`config.mk`:
```
export PLATFORM = sky130hd
export DESIGN_NAME = led_pulse_stretcher_flat
export DESIGN_NICKNAME = d
export VERILOG_FILES = /design/src/rtl/led_pulse_stretcher_pkg.sv /design/src/rtl/led_pulse_stretcher_if.sv /design/src/rtl/led_pulse_stretcher.sv /design/src/flat_wrapper.sv
export SDC_FILE = /design/constraint.sdc
export NUM_CORES = 1
export LEC_CHECK = 0
export ABC_AREA = 1
export ABC_CLOCK_PERIOD_IN_PS = 6100
export CAP_MARGIN = 20
export CORE_ASPECT_RATIO = 1.4
export CORE_MARGIN = 2
export CORE_UTILIZATION = 55
export CTS_BUF_LIST = sky130_fd_sc_hd__clkbuf_16
export CTS_CLUSTER_DIAMETER = 40
export DETAILED_ROUTE_END_ITERATION = 7
export GPL_ROUTABILITY_DRIVEN = 0
export HOLD_SLACK_MARGIN = 0.02
export PLACE_DENSITY = 0.74
export RECOVER_POWER = 25
export SLEW_MARGIN = 30
export SYNTH_ARGS = -nofsm -noshare
export SYNTH_HDL_FRONTEND = slang
export SYNTH_SLANG_ARGS = --single-unit
```
`constraint.sdc`:
```
create_clock -name clk -period 6.1 [get_ports clk]
set_clock_uncertainty 0.15 [all_clocks]
set_input_delay 0.61 -clock clk [delete_from_list [all_inputs] [get_ports clk]]
set_output_delay 0.61 -clock clk [all_outputs]
set_load 0.01 [all_outputs]
```
`src/rtl/led_pulse_stretcher_pkg.sv`:
```
// led_pulse_stretcher_pkg: shared state encoding and timer sizing for the LED pulse stretcher.
package led_pulse_stretcher_pkg;

    typedef enum logic [1:0] {
        IDLE = 2'd0,
        ON   = 2'd1,
        GAP  = 2'd2
    } state_t;

    function automatic int timer_width(input int on_cycles, input int off_cycles);
        return $clog2((on_cycles > off_cycles ? on_cycles : off_cycles) + 1);
    endfunction

endpackage

```
`src/rtl/led_pulse_stretcher_if.sv`:
```
// led_pulse_stretcher_if: event strobe in, LED drive and status out.
interface led_pulse_stretcher_if #(
    parameter int PEND_WIDTH = 4
);
    logic                  evt;
    logic                  led;
    logic                  busy;
    logic [PEND_WIDTH-1:0] pending;
    logic                  dropped;

    modport master (output evt, input led, busy, pending, dropped);
    modport slave  (input evt, output led, busy, pending, dropped);
endinterface

```
`src/rtl/led_pulse_stretcher.sv`:
```
// led_pulse_stretcher: turns single-cycle events into distinct LED flashes with a minimum
// on-time and off-gap, queueing events that arrive mid-flash.
module led_pulse_stretcher
    import led_pulse_stretcher_pkg::*;
#(
    parameter int ON_CYCLES  = 12500000,
    parameter int OFF_CYCLES = 12500000,
    parameter int PEND_WIDTH = 4
) (
    input logic clk,
    input logic rst_n,
    led_pulse_stretcher_if.slave bus
);
    localparam int TW = timer_width(ON_CYCLES, OFF_CYCLES);
    localparam logic [TW-1:0] T_ON  = TW'(ON_CYCLES - 1);
    localparam logic [TW-1:0] T_OFF = TW'(OFF_CYCLES - 1);
    localparam logic [PEND_WIDTH-1:0] P_MAX = '1;

    state_t state, state_nx;
    logic [TW-1:0] timer, timer_nx;
    logic [PEND_WIDTH-1:0] pending, pending_nx;
    logic dropped, dropped_nx, led;
    logic last, gap_end, queue_evt, restart;

    assign last      = timer == '0;
    assign gap_end   = state == GAP && last;
    // the last GAP cycle hands a fresh event straight to the next flash instead of queueing it
    assign queue_evt = bus.evt && state != IDLE && !gap_end;
    assign restart   = pending != '0 || bus.evt;

    always_comb begin
        state_nx   = state;
        timer_nx   = timer;
        pending_nx = pending;
        dropped_nx = dropped;
        case (state)
            IDLE: begin
                state_nx = bus.evt ? ON : IDLE;
                timer_nx = bus.evt ? T_ON : '0;
            end
            ON: begin
                state_nx = last ? GAP : ON;
                timer_nx = last ? T_OFF : timer - 1'b1;
            end
            GAP: begin
                state_nx = last ? (restart ? ON : IDLE) : GAP;
                timer_nx = last ? (restart ? T_ON : '0) : timer - 1'b1;
            end
            default: begin
                state_nx = IDLE;
                timer_nx = '0;
            end
        endcase
        if (queue_evt && pending == P_MAX)
            dropped_nx = 1'b1;
        else if (queue_evt)
            pending_nx = pending + 1'b1;
        else if (gap_end && pending != '0 && !bus.evt)
            pending_nx = pending - 1'b1;
    end

    always_ff @(posedge clk or negedge rst_n) begin
        if (!rst_n) begin
            state   <= IDLE;
            timer   <= '0;
            pending <= '0;
            dropped <= 1'b0;
            led     <= 1'b0;
        end else begin
            state   <= state_nx;
            timer   <= timer_nx;
            pending <= pending_nx;
            dropped <= dropped_nx;
            led     <= state_nx == ON;
        end
    end

    assign bus.led     = led;
    assign bus.busy    = state != IDLE;
    assign bus.pending = pending;
    assign bus.dropped = dropped;
endmodule

```
`src/flat_wrapper.sv`:
```
// flat-port wrapper written by rule: the top's interface ports become plain ports
module led_pulse_stretcher_flat import led_pulse_stretcher_pkg::*;
#(
    parameter int ON_CYCLES  = 12500000,
    parameter int OFF_CYCLES = 12500000,
    parameter int PEND_WIDTH = 4
)
  (clk, rst_n, bus_evt, bus_led, bus_busy, bus_pending, bus_dropped);
  led_pulse_stretcher_if #(.PEND_WIDTH(PEND_WIDTH)) bus_i ();
  input logic clk;
  input logic rst_n;
  input wire logic [$bits(bus_i.evt)-1:0] bus_evt;
  output wire logic [$bits(bus_i.led)-1:0] bus_led;
  output wire logic [$bits(bus_i.busy)-1:0] bus_busy;
  output wire logic [$bits(bus_i.pending)-1:0] bus_pending;
  output wire logic [$bits(bus_i.dropped)-1:0] bus_dropped;
  assign bus_i.evt = bus_evt;
  assign bus_led = bus_i.led;
  assign bus_busy = bus_i.busy;
  assign bus_pending = bus_i.pending;
  assign bus_dropped = bus_i.dropped;
  led_pulse_stretcher #(.ON_CYCLES(ON_CYCLES), .OFF_CYCLES(OFF_CYCLES), .PEND_WIDTH(PEND_WIDTH)) u_core (.clk(clk), .rst_n(rst_n), .bus(bus_i));
endmodule
```
Word-level counts from Yosys, hierarchy flattened:

Cells that the tools add are included.

* register bits: 32
* output and inout port bits: 7
* logic and storage cells: 40

* add/subtract/negate cells: 3
* equal/unequal tests: 4
* muxes and demuxes: 12
* bitwise logic cells: 1
* reduce and logical (&&, ||, !) cells: 15

Operators by type and width (number)
* $mux 24: 4
* $pmux 24 s3: 1
* $logic_not 24->1: 1
* $sub 24x1->24 const B: 1
* $mux 4: 2
* $logic_and 1x1->1: 6
* $pmux 2 s3: 1
* $add 4x1->4 const B: 1
* $eq 2x1->1 const B: 2
* $eq 4x4->1 const B: 1
* $mux 2: 2
* $reduce_bool 2->1: 2
* $reduce_bool 4->1: 1
* $sub 4x1->4 const B: 1
* $eq 2x2->1 const B: 1
* $logic_not 1->1: 2
* $logic_not 2->1: 1
* $mux 1: 2
* $reduce_and 2->1: 1
* $logic_or 1x1->1: 1
* $not 1->1: 1

Logic depth before layout (Yosys ltp):

* depth after elaboration: 7
* gate-level depth with buffers: 15
* depth with buffers taken out: 15

Least setup slack after synthesis:

OpenSTA, ideal clock, no wires.

* kind: flip-flop to flip-flop
* from: register u_core.timer[0]
* to: register u_core.pending[3], in the netlist u_core.bus.pending[3]
* library setup time: 0.117 ns
* arrival: 2.077 ns
* data required time: 5.833 ns
* setup slack: 3.756 ns
* stages on the path, launching flop included: 16
* buffers on the path: 0
* clock period less this slack: 2.344 ns
* cell sequence: dfrtp_1 > inv_1 > ha_1 > nand2_2 > nor2_4 > nand4_1 > nand2_1 > ha_1 > nand2_1 > nand2_1 > a31oi_1 > inv_1 > nand2_1 > nand3_1 > nand2_1 > nand2_1

* cells in the longest elaborated chain, start to end: 7
* elaborated cells on any way between the ends: 11
* classes of those cells: mux (1); bitwise (1); reduce/logical (9)

Ends and longest elaborated chain
* from (decl): RTL line led_pulse_stretcher.sv:20 `logic [TW-1:0] timer, timer_nx;`
* from (signal assigned): RTL line led_pulse_stretcher.sv:71 `timer <= timer_nx;`
* $logic_not 24->1 *: RTL line led_pulse_stretcher.sv:25 `assign last = timer == '0;`
* $logic_and 1x1->1 *: RTL line led_pulse_stretcher.sv:26 `assign gap_end = state == GAP && last;`
* $logic_not 1->1: RTL line led_pulse_stretcher.sv:28 `assign queue_evt = bus.evt && state != IDLE && !gap_end;`
* $logic_and 1x1->1: RTL line led_pulse_stretcher.sv:28
* $logic_and 1x1->1: RTL line led_pulse_stretcher.sv:54 `if (queue_evt && pending == P_MAX)`
* $not 1->1 (no source line)
* $reduce_and 2->1 (no source line)
* to (signal assigned): RTL line led_pulse_stretcher.sv:72 `pending <= pending_nx;`
* to (decl): RTL line led_pulse_stretcher.sv:21 `logic [PEND_WIDTH-1:0] pending, pending_nx;`

Every way passes the cells marked *; elsewhere a longest branch is shown, timed or not.
A chain may end at the register's enable or synchronous reset.

Final worst setup path:

Same ends and word-level chain as after synthesis.

==> qor.txt <==
Layout Cells excl Fill = 284
Synth Cell Area = 1850 um2
final wirelength = 3850 um
setup repair bufs after CTS = 0
largest net degree at the start of global routing = 33
Inserted Diodes = 0
min-delay src = u_core.bus.dropped
vias in the first global route = 1,513
RSZ-0062 raised after global routing = false
initial core utilization = 0.588
synthesized flop and latch total = 32
Final Max Tran Viols = 33
critical path class = reg -> reg
final setup vio count = 0
Clk pin slew, worst setup/hold paths = 50 ps
max frequency = 384 MHz
die area = 3860 um2
DR iter-0 viols = 40
fin nets = 252
Worst Hold Slack = 337 ps
CP required = 6120 ps
layout overhead on the synthesized area = 14.0%
Post-Synthesis Net Count = 237
post-route ant nets = 0
die height = 72.7 um
r2r setup slk = 3500 ps
Worst R2R Path Depth = 15
worst reg2reg endpoint = u_core.bus.pending[3]
period utilization = 0.427
Worst setup EP type = flip-flop
failing checks = capacitance limit, slew limit
PortBufs = 9
Avg Vias per Cell = 5.32
largest fanout on the critical path = 5
Tmin final = 2600 ps
# fillers = 286
status = finished with violations
worst hold stages = 1
FF-to-FF Start = u_core.timer[0]
crit path DAT = 2620 ps
antenna violations before repair = 0
P_leak = 1.04 nW
Max VDD drop = 0.248 mV
FP Rows = 24
setup tns final = 0 ps
Die Width = 53.1 um
Bufs on Longest Clock Path = 2
post-CTS resize count = 0
DPL Wire Length = 2780 um
CTS tree = done
clock root buffer = clkbuf_16
clock latency on the worst-skew pair = 280 ps
Multi-input gate area = 941 um2
wire length of the first global-routing pass = 6800 um
Core Area = 3150 um2
mean routed wirelength per cell = 13.6 um
layout cell share with drive strength beyond 1 = 0.0857
grt ovf = 0
Storage cell area = 801 um2
Least-Margin Pin Slew = 1710 ps
Relative slew margins = -0.140
Worst setup SP type = flip-flop
htree depth = 2
total of warnings raised by yosys = 0
Power, Total = 0.595 mW
Gate Count Post-Synth = 230
remaining design rule violation count = 0
Post-CTS Hold Buffers = 0
placed insts = 277
HP Class = reg -> reg
sequential area share after synthesis = 0.432
Avg Cell Area, Syn = 8.06 um2
Netlist cell types = 29
GR Util All Layers = 0.245
Clock Sinks = 32
via count = 1,512
PD cells = 282 nW/um2
endpoints failing hold = 0
Maximum Capacitance Violations = 1
I/O pin count = 10
CTS buffer count = 5
hold endpoint = u_core.bus.dropped
DRT Pass-1 Iters = 4
-- power breakdown --
group          internal (mW)  switching (mW)  total (mW)
sequential             0.229          0.0240       0.253
clock                  0.145          0.0828       0.228
combinational         0.0577          0.0559       0.114
total                  0.433           0.163       0.595
-- Yosys cell counts --
master | instances | area (um2)
a21oi_4 | 1 | 16.3
nor2_8 | 1 | 20.0
dfrtp_1 | 32 | 801
clkbuf_1 | 1 | 3.75
a31oi_1 | 2 | 12.5
nor3_1 | 8 | 40.0
inv_2 | 2 | 7.51
nand3_4 | 1 | 17.5
o31ai_1 | 1 | 7.51
inv_4 | 1 | 6.26
nand4_1 | 8 | 50.1
o21ai_0 | 14 | 70.1
nand2_1 | 43 | 161
buf_6 | 1 | 11.3
nand2_4 | 2 | 22.5
nand3_1 | 7 | 35.0
ha_1 | 3 | 37.5
xnor2_1 | 6 | 52.6
nor2_4 | 2 | 22.5
nand2_2 | 2 | 12.5
o221ai_1 | 2 | 17.5
inv_1 | 22 | 82.6
a21oi_1 | 3 | 15.0
o21bai_1 | 1 | 7.51
xor2_1 | 10 | 87.6
nor2_2 | 4 | 25.0
o21ai_1 | 5 | 25.0
fa_1 | 1 | 20.0
nor2_1 | 44 | 165
-- worst max-delay path, stage by stage, from the launching register on --
cell	delay [ps]
dfrtp_1	350
inv_1	90
ha_1	210
nand2_2	130
nor2_4	200
nand4_1	220
nand2_1	230
ha_1	290
nand2_1	80
nand2_1	50
a31oi_1	180
inv_1	60
nand2_1	80
nand3_1	80
nand2_1	60
nand2_1	40
-- state kept, by name (all words and copies together) (netlist names) --
signal	flops
u_core.bus.pending	4
u_core.bus.dropped	1
u_core.state	2
u_core.timer	24
u_core.bus.led	1
-- through the flow --
step	util	setup WS [ps]	area (um2)
2_1_floorplan	-	3760	1850
3_3_place_gp	0.629	3500	1980
3_5_place_dp	0.629	3430	1980
6_report	0.670	3500	2110
5_1_grt	0.670	3250	2110
4_1_cts	0.671	3480	2120
-- worst max path at each step --
stage,from,to,slack [ps],depth (start not counted)
CTS,u_core.timer[0],u_core.bus.pending[3],3480,15
global route,rst_n,u_core.bus.pending[0],3250,2
floorplan,u_core.timer[0],u_core.bus.pending[3],3760,15
detailed placement,bus_evt,u_core.bus.pending[3],3430,13
global placement,bus_evt,u_core.bus.pending[3],3500,13
finish,u_core.timer[0],u_core.bus.pending[3],3500,15
-- cells by family after synthesis --
group | share of synthesized area
AOI/OAI and AO/OA | 0.0925
xor gates and xnor gates | 0.0756
adders and majority gates | 0.0311
buffers and inverters | 0.0601
DFF | 0.432
and+or+nand+nor | 0.309
-- cell type report --
class,count,area share
Multi-Input combinational cell,171,0.445
Sequential cell,32,0.379
Clock buffer,5,0.0592
Inverter,25,0.0456
Timing Repair Buffer,10,0.0444
Tap cell,39,0.0231
Clock inverter,2,0.00355
-- cell usage in the layout (no fill, tap or decap) --
cell type,n
xor2_1,10
inv_2,2
nand4_1,8
nor2_2,4
nand2_4,2
clkbuf_16,5
nand2_1,43
nand3_4,1
o221ai_1,2
nor2_8,1
inv_4,1
xnor2_1,6
a31oi_1,2
nor3_1,8
inv_1,22
o21ai_1,5
clkdlybuf4s50_1,8
o21ai_0,14
clkbuf_1,1
clkinv_1,2
nor2_1,44
nand3_1,7
nand2_2,2
o21bai_1,1
dlygate4sd3_1,1
nor2_4,2
ha_1,3
dfrtp_1,32
o31ai_1,1
a21oi_1,3
a21oi_4,1
fa_1,1
-- metal layers --
metal  wire length, um  vias to the layer above  global-route usage
li1                  -                      771                   -
met1              1640                      715               0.284
met2              2030                       21               0.426
met3               124                        5              0.0553
met4                63                        0               0.103
met5                 0                        -                   0
(Power assumes the default switching activity.)
